**src/rtl/uart_mem_bridge_pkg.sv**
```systemverilog
// -----------------------------------------------------------------------------
// uart_bridge_pkg
// Shared constants for the UART-to-memory-bus command bridge: command and
// reply byte codes, the bridge state encoding and a byte-select helper used to
// serialise 32-bit words LSB first.
// -----------------------------------------------------------------------------
package uart_bridge_pkg;

    localparam logic [7:0] CMD_WRITE = 8'h57;  // 'W'
    localparam logic [7:0] CMD_READ  = 8'h52;  // 'R'
    localparam logic [7:0] RSP_OK    = 8'h4B;  // 'K'
    localparam logic [7:0] RSP_ERR   = 8'h3F;  // '?'

    typedef enum logic [2:0] {
        IDLE = 3'd0,
        ADDR = 3'd1,
        DATA = 3'd2,
        MEM  = 3'd3,
        SEND = 3'd4,
        WAIT = 3'd5
    } state_e;

    // Select byte idx (0 = least significant) of a 32-bit word.
    function automatic logic [7:0] byte_of(input logic [31:0] word, input logic [1:0] idx);
        logic [7:0] b;
        case (idx)
            2'd0:    b = word[7:0];
            2'd1:    b = word[15:8];
            2'd2:    b = word[23:16];
            2'd3:    b = word[31:24];
            default: b = word[7:0];
        endcase
        return b;
    endfunction

endpackage

```
**src/rtl/uart_mem_bridge.sv**
```systemverilog
// -----------------------------------------------------------------------------
// uart_mem_bridge
// Host command responder between the UART byte interface and the SoC memory
// bus. Received bytes are decoded as 'W' addr[4] data[4] (bus write, reply 'K')
// or 'R' addr[4] (bus read, reply rdata as 4 bytes, LSB first); any other
// command byte is answered with '?'. A stalled partial command is abandoned
// after TIMEOUT_CLK idle cycles and flagged on err_timeout.
//
// Ports
//   clk, reset           system clock / asynchronous active-high reset
//   rx_ready, rx_data    received-byte strobe and byte
//   tx_write, tx_data    transmit-start strobe and byte (held until tx_finished)
//   tx_finished          UART has finished the current byte
//   mem_req/we/addr/wdata   bus request, held until mem_ack
//   mem_rdata, mem_ack   bus read data and completion
//   busy                 bridge is not idle
//   err_timeout          one-cycle pulse when a partial command is aborted
// -----------------------------------------------------------------------------
module uart_mem_bridge
    import uart_bridge_pkg::*;
#(
    parameter int CLK_FREQ    = 12000000,
    parameter int TIMEOUT_CLK = CLK_FREQ / 100
) (
    input  logic        clk,
    input  logic        reset,
    input  logic        rx_ready,
    input  logic [7:0]  rx_data,
    output logic        tx_write,
    output logic [7:0]  tx_data,
    input  logic        tx_finished,
    output logic        mem_req,
    output logic        mem_we,
    output logic [31:0] mem_addr,
    output logic [31:0] mem_wdata,
    input  logic [31:0] mem_rdata,
    input  logic        mem_ack,
    output logic        busy,
    output logic        err_timeout
);

    localparam int            TW       = $clog2(TIMEOUT_CLK + 1);
    localparam logic [TW-1:0] TMO_LAST = TW'(TIMEOUT_CLK - 1);
    localparam logic [TW-1:0] TMO_ONE  = TW'(1);

    state_e        state_r;
    state_e        state_s;
    logic [1:0]    fld_cnt_r;
    logic [31:0]   addr_r;
    logic [31:0]   wdata_r;
    logic [31:0]   rsp_word_r;
    logic          is_write_r;
    logic [1:0]    rsp_idx_r;
    logic [1:0]    rsp_last_r;
    logic [TW-1:0] tmo_cnt_r;
    logic          tx_write_r;
    logic [7:0]    tx_data_r;
    logic          mem_req_r;
    logic          busy_r;
    logic          err_timeout_r;

    logic          in_field_s;
    logic          tmo_hit_s;
    logic          is_cmd_s;
    logic          ack_s;

    // Decode helpers: field states, timeout expiry (an arriving byte wins), bus completion.
    always_comb begin
        in_field_s = (state_r == ADDR) || (state_r == DATA);
        tmo_hit_s  = in_field_s && !rx_ready && (tmo_cnt_r == TMO_LAST);
        is_cmd_s   = (rx_data == CMD_WRITE) || (rx_data == CMD_READ);
        ack_s      = mem_req_r && mem_ack;
    end

    // Next-state logic of the command FSM.
    always_comb begin
        state_s = state_r;
        case (state_r)
            IDLE: begin
                if (rx_ready) begin
                    if (is_cmd_s) begin
                        state_s = ADDR;
                    end else begin
                        state_s = SEND;
                    end
                end else begin
                    state_s = IDLE;
                end
            end
            ADDR: begin
                if (rx_ready) begin
                    if (fld_cnt_r == 2'd3) begin
                        state_s = is_write_r ? DATA : MEM;
                    end else begin
                        state_s = ADDR;
                    end
                end else if (tmo_hit_s) begin
                    state_s = IDLE;
                end else begin
                    state_s = ADDR;
                end
            end
            DATA: begin
                if (rx_ready) begin
                    if (fld_cnt_r == 2'd3) begin
                        state_s = MEM;
                    end else begin
                        state_s = DATA;
                    end
                end else if (tmo_hit_s) begin
                    state_s = IDLE;
                end else begin
                    state_s = DATA;
                end
            end
            MEM: begin
                if (ack_s) begin
                    state_s = SEND;
                end else begin
                    state_s = MEM;
                end
            end
            SEND: begin
                state_s = WAIT;
            end
            WAIT: begin
                if (tx_finished) begin
                    if (rsp_idx_r == rsp_last_r) begin
                        state_s = IDLE;
                    end else begin
                        state_s = SEND;
                    end
                end else begin
                    state_s = WAIT;
                end
            end
            default: begin
                state_s = IDLE;
            end
        endcase
    end

    // State register.
    always_ff @(posedge clk or posedge reset) begin
        if (reset) begin
            state_r <= IDLE;
        end else begin
            state_r <= state_s;
        end
    end

    // Inter-byte gap counter: runs only while a command field is being collected.
    always_ff @(posedge clk or posedge reset) begin
        if (reset) begin
            tmo_cnt_r <= {TW{1'b0}};
        end else if (rx_ready || !in_field_s || tmo_hit_s) begin
            tmo_cnt_r <= {TW{1'b0}};
        end else begin
            tmo_cnt_r <= tmo_cnt_r + TMO_ONE;
        end
    end

    // Command capture: command type, then address/data bytes shifted in LSB first.
    always_ff @(posedge clk or posedge reset) begin
        if (reset) begin
            fld_cnt_r  <= 2'd0;
            addr_r     <= 32'h0000_0000;
            wdata_r    <= 32'h0000_0000;
            is_write_r <= 1'b0;
        end else if (state_r == IDLE) begin
            fld_cnt_r <= 2'd0;
            if (rx_ready) begin
                is_write_r <= (rx_data == CMD_WRITE);
            end
        end else if (in_field_s && rx_ready) begin
            // The 2-bit counter wraps 3->0 as the fourth byte of a field lands.
            if (state_r == ADDR) begin
                addr_r[{fld_cnt_r, 3'b000} +: 8] <= rx_data;
            end else begin
                wdata_r[{fld_cnt_r, 3'b000} +: 8] <= rx_data;
            end
            fld_cnt_r <= fld_cnt_r + 2'd1;
        end else if (tmo_hit_s) begin
            fld_cnt_r <= 2'd0;
        end
    end

    // Reply sequencing: load the byte to send each time the FSM enters SEND.
    always_ff @(posedge clk or posedge reset) begin
        if (reset) begin
            tx_data_r  <= 8'h00;
            rsp_word_r <= 32'h0000_0000;
            rsp_idx_r  <= 2'd0;
            rsp_last_r <= 2'd0;
        end else if (state_s == SEND) begin
            case (state_r)
                IDLE: begin
                    tx_data_r  <= RSP_ERR;
                    rsp_idx_r  <= 2'd0;
                    rsp_last_r <= 2'd0;
                end
                MEM: begin
                    rsp_idx_r <= 2'd0;
                    if (is_write_r) begin
                        tx_data_r  <= RSP_OK;
                        rsp_last_r <= 2'd0;
                    end else begin
                        // Read data is captured only in the acknowledge cycle.
                        rsp_word_r <= mem_rdata;
                        tx_data_r  <= byte_of(mem_rdata, 2'd0);
                        rsp_last_r <= 2'd3;
                    end
                end
                WAIT: begin
                    rsp_idx_r <= rsp_idx_r + 2'd1;
                    tx_data_r <= byte_of(rsp_word_r, rsp_idx_r + 2'd1);
                end
                default: begin
                    tx_data_r <= tx_data_r;
                end
            endcase
        end
    end

    // Registered strobes and status, derived from the state being entered.
    always_ff @(posedge clk or posedge reset) begin
        if (reset) begin
            tx_write_r    <= 1'b0;
            mem_req_r     <= 1'b0;
            busy_r        <= 1'b0;
            err_timeout_r <= 1'b0;
        end else begin
            tx_write_r    <= (state_s == SEND);
            mem_req_r     <= (state_s == MEM);
            busy_r        <= (state_s != IDLE);
            err_timeout_r <= tmo_hit_s;
        end
    end

    assign tx_write    = tx_write_r;
    assign tx_data     = tx_data_r;
    assign mem_req     = mem_req_r;
    assign mem_we      = is_write_r;
    assign mem_addr    = addr_r;
    assign mem_wdata   = wdata_r;
    assign busy        = busy_r;
    assign err_timeout = err_timeout_r;

endmodule

```
**config.mk**
```make
export PLATFORM = sky130hd
export DESIGN_NAME = uart_mem_bridge
export DESIGN_NICKNAME = d
export VERILOG_FILES = /design/src/rtl/uart_mem_bridge_pkg.sv /design/src/rtl/uart_mem_bridge.sv
export SDC_FILE = /design/constraint.sdc
export NUM_CORES = 1
export LEC_CHECK = 0
export CAP_MARGIN = 10
export CORE_UTILIZATION = 50
export DETAILED_ROUTE_END_ITERATION = 16
export PLACE_DENSITY = 0.86
export SETUP_SLACK_MARGIN = 0.3
export SLEW_MARGIN = 20
export SYNTH_ARGS = -nofsm -noshare
export SYNTH_HDL_FRONTEND = slang
export SYNTH_SLANG_ARGS = --single-unit
```
**constraint.sdc**
```tcl
create_clock -name clk -period 9.8 [get_ports clk]
set_input_delay 0.98 -clock clk [delete_from_list [all_inputs] [get_ports clk]]
set_output_delay 0.98 -clock clk [all_outputs]
set_load 0.005 [all_outputs]
```
==> results by group <==
Floorplanning
  – Die Width: roughly 110 um
  – Std cell rows: 39
  – Core box area: 11,500 sq um
  – Die footprint: around 12,000 sq um
  – Die height: ~110 um
  – I/O pin total: approximately 120
  – Initial Utilization: 0.514

Clock network
  – Clock sinks: between 100 and 150
  – Post-CTS setup repair buffer count: 0
  – CTS buffer count: 17
  – Clk root buf: clkbuf_16
  – Resized cells post-CTS: 0
  – Cts hold-fix bufs: 0
  – CTS tree: done
  – CTS max path bufs: 2
  – Clk_lat worst skew: 0.42 ns
  – Clock-pin slew on the worst setup and hold paths: 0.06 ns
  – Maximum level of the CTS H-tree: 4

Setup path
  – Worst Path Arrival: 3.51 ns
  – Worst setup EP type: register
  – Critical path launch point type: primary input
  – Crit path cell chain: clkdlybuf4s50_1 > and4bb_1 > nand2_2 > o2111ai_1 > a211oi_4 > mux2_2
  – CP peak stage delay: 0.71 ns
  – Setup CP Type: primary input to register
  – Crit path max fanout: 18
  – Critical path required time: 10.10 ns
  – Critical Path Slowest Stage Cell: a211oi_4

Drt
  – DR top layer: met4
  – Via density: about 5.7
  – Routed wl met3: 984 um
  – Drt total wl: 14,400 um
  – Routed len/inst: roughly 18 um
  – WL met1: roughly 5800 um
  – Post-DRT Antenna Nets: 0
  – Routed vias: approximately 4,700
  – DR iter-0 viols: 377
  – DR pass1 iterations: 5
  – Routed wl met2: 7390 um
  – DRC Markers: 0

Placed design
  – Placed inst area: 7180 sq um
  – DP Wirelength: just over 10,000 um
  – Dpl cells: 791
  – Place WS: about 6 ns
  – Placer Congestion: around 0.83
  – I/O Buffers: ~120

Yosys
  – EDFF count, synth: 0
  – Ys flop type: dfrtp_1
  – Synth area leaders: dfrtp_1 57%, nand2_1 7.7%, o21ai_0 5.5%
  – Area share of the largest cell type after synthesis: 0.569
  – Count leader, synth: dfrtp_1
  – Syn Nets: roughly 600
  – Warnings from Yosys: 0
  – Register bit total from synthesis: roughly 130
  – Netlist cell types: between 50 and 60
  – Top cells by count, synth: 134 x dfrtp_1, 121 x nand2_1, 65 x o21ai_0
  – Post-Synthesis Cells: 549
  – Seq/Total Area, Yosys: 0.569
  – Avg Inst Size Synth: roughly 11 sq um
  – Leading area contributor after synthesis: dfrtp_1
  – Post-Syn Area: slightly below 6000 sq um
  – FFs w/ async S/R, synth: 1.00

Timing
  – Clock skew: 0.0140 ns
  – Setup_tns: 0 ns
  – Max-slew violation count: 0
  – Worst-margin pin slew: about 0.98 ns
  – Slew headroom: 0.344
  – RSZ-0062 raised after global routing: false
  – Tcrit/Tclk final: 0.328
  – Final Hold Fails: 0
  – Fmax: slightly above 300 MHz
  – Final setup vio count: 0
  – Hold WS: just under 0.5 ns
  – Period minus WS final: roughly 3.2 ns
  – Setup slack after layout: around 6.6 ns

Cells and area
  – Layout cells sized above 1: 0.113
  – Final Core Density: 0.687
  – Non-Filler Instances: a little over 800
  – Ant diodes: 0
  – Nets: 721
  – Synthesis-to-finish area growth: 33.5%
  – Fin area: between 7000 and 8000 sq um

Power and ir drop
  – Pwr dens: between 200 and 250 nW/um^2
  – Static Leak: 3.44 nW
  – Peak supply drop: ~130 uV
  – Pwr Total: around 1.9 mW

Worst hold path
  – Tightest Hold Check Type: register to register

Global route
  – Initial antenna violation count: 0
  – First-pass GRT wire length: about 24,000 um
  – Number of global-route vias before repair: just under 5,000
  – Pin count of the biggest net entering global routing: 75
  – Gr usage total: 0.248
  – GR Overflow Total: 0

Flow run
  – Maxcap violations: 0

Run status
  – Outcome: complete, no violations
[layout by cell type, fill, tap and decap left out, types with 4 or more instances in the layout]
cell type and n:
nor2b_1 7, o22ai_1 4, mux2_2 25, xor2_1 9
and3_1 4, dfrtp_1 134, ha_1 9, or3_1 4
clkdlybuf4s50_1 121, o21ai_0 65, a21oi_1 10, inv_1 9
bufinv_16 6, nand4_1 4, nand3_1 12, mux2_4 6
a222oi_1 8, xnor2_1 8, a22o_1 8, nor3_1 4
clkbuf_16 17, nand2_1 121, nor2_1 26, mux2_1 8
[layout make-up]
cell class | count | area (sq um)
Clock inverter | 12 | 221
Inverter | 10 | 40.0
Tap cell | 143 | 179
Clock buffer | 20 | 467
Timing Repair Buffer | 123 | 1230
Fill cell | 814 | 3590
Multi-Input combinational cell | 381 | 2390
Sequential cell | 134 | 3350
[sequential cells by signal, indices dropped and copies added (netlist names)]
name and count:
tmo_cnt_r 17, fld_cnt_r 2, state_r 3, mem_wdata 32, err_timeout 1, mem_we 1, rsp_last_r 1, rsp_idx_r 2
rsp_word_r 32, mem_addr 32, tx_data 8, tx_write 1, busy 1, mem_req 1
[routing by layer]
| layer | track usage | up-vias |
|---|---|---|
| met2 | 0.422 | 226 |
| met1 | 0.299 | 2296 |
| met4 | 0.0960 | 0 |
| met5 | 0 | - |
| met3 | 0.0708 | 29 |
| li1 | - | 2142 |
[worst paths after layout]
check                                          from                   endpoint  slack [ns]  depth (start not counted)
max in group asynchronous                     reset    tmo_cnt_r[15]$_DFF_PP0_        7.36                          3
min in group asynchronous                     reset  mem_wdata[23]$_DFFE_PP0P_        1.05                          2
min reg2reg                mem_addr[11]$_DFFE_PP0P_   mem_addr[11]$_DFFE_PP0P_        0.48                          2
min                        mem_addr[11]$_DFFE_PP0P_   mem_addr[11]$_DFFE_PP0P_        0.48                          2
max reg2reg                    state_r[0]$_DFF_PP0_     tx_data[7]$_DFFE_PP0P_        7.01                          5
max                                        rx_ready     tx_data[7]$_DFFE_PP0P_        6.59                          6
[logic make-up (layout without fill, tap and decap cells)]
group | count (synthesis) | after routing | share of synthesized area
XOR/XNOR | 18 | 18 | 0.0280
adder cells (fa/ha/maj) | 9 | 9 | 0.0191
AND/OR/NAND/NOR | 207 | 207 | 0.164
flip-flops | 134 | 134 | 0.569
AO/OA/AOI/OAI | 105 | 105 | 0.109
buffers and inverters | 34 | 165 | 0.0276
multiplexers | 42 | 42 | 0.0834
[where the power goes]
part	leakage [nW]	switching [mW]	internal [mW]
Clock	0.329	0.232	0.497
Sequential	1.82	0.0759	0.636
Combinational	1.29	0.225	0.231
[critical path, delay by kind of cell]
| kind | cells | cell delay, ns |
|---|---|---|
| simple gates | 2 | 0.60 |
| mux | 1 | 0.41 |
| compound gates | 2 | 0.96 |
| buf+inv | 1 | 0.55 |
(Power assumes the default switching activity.)
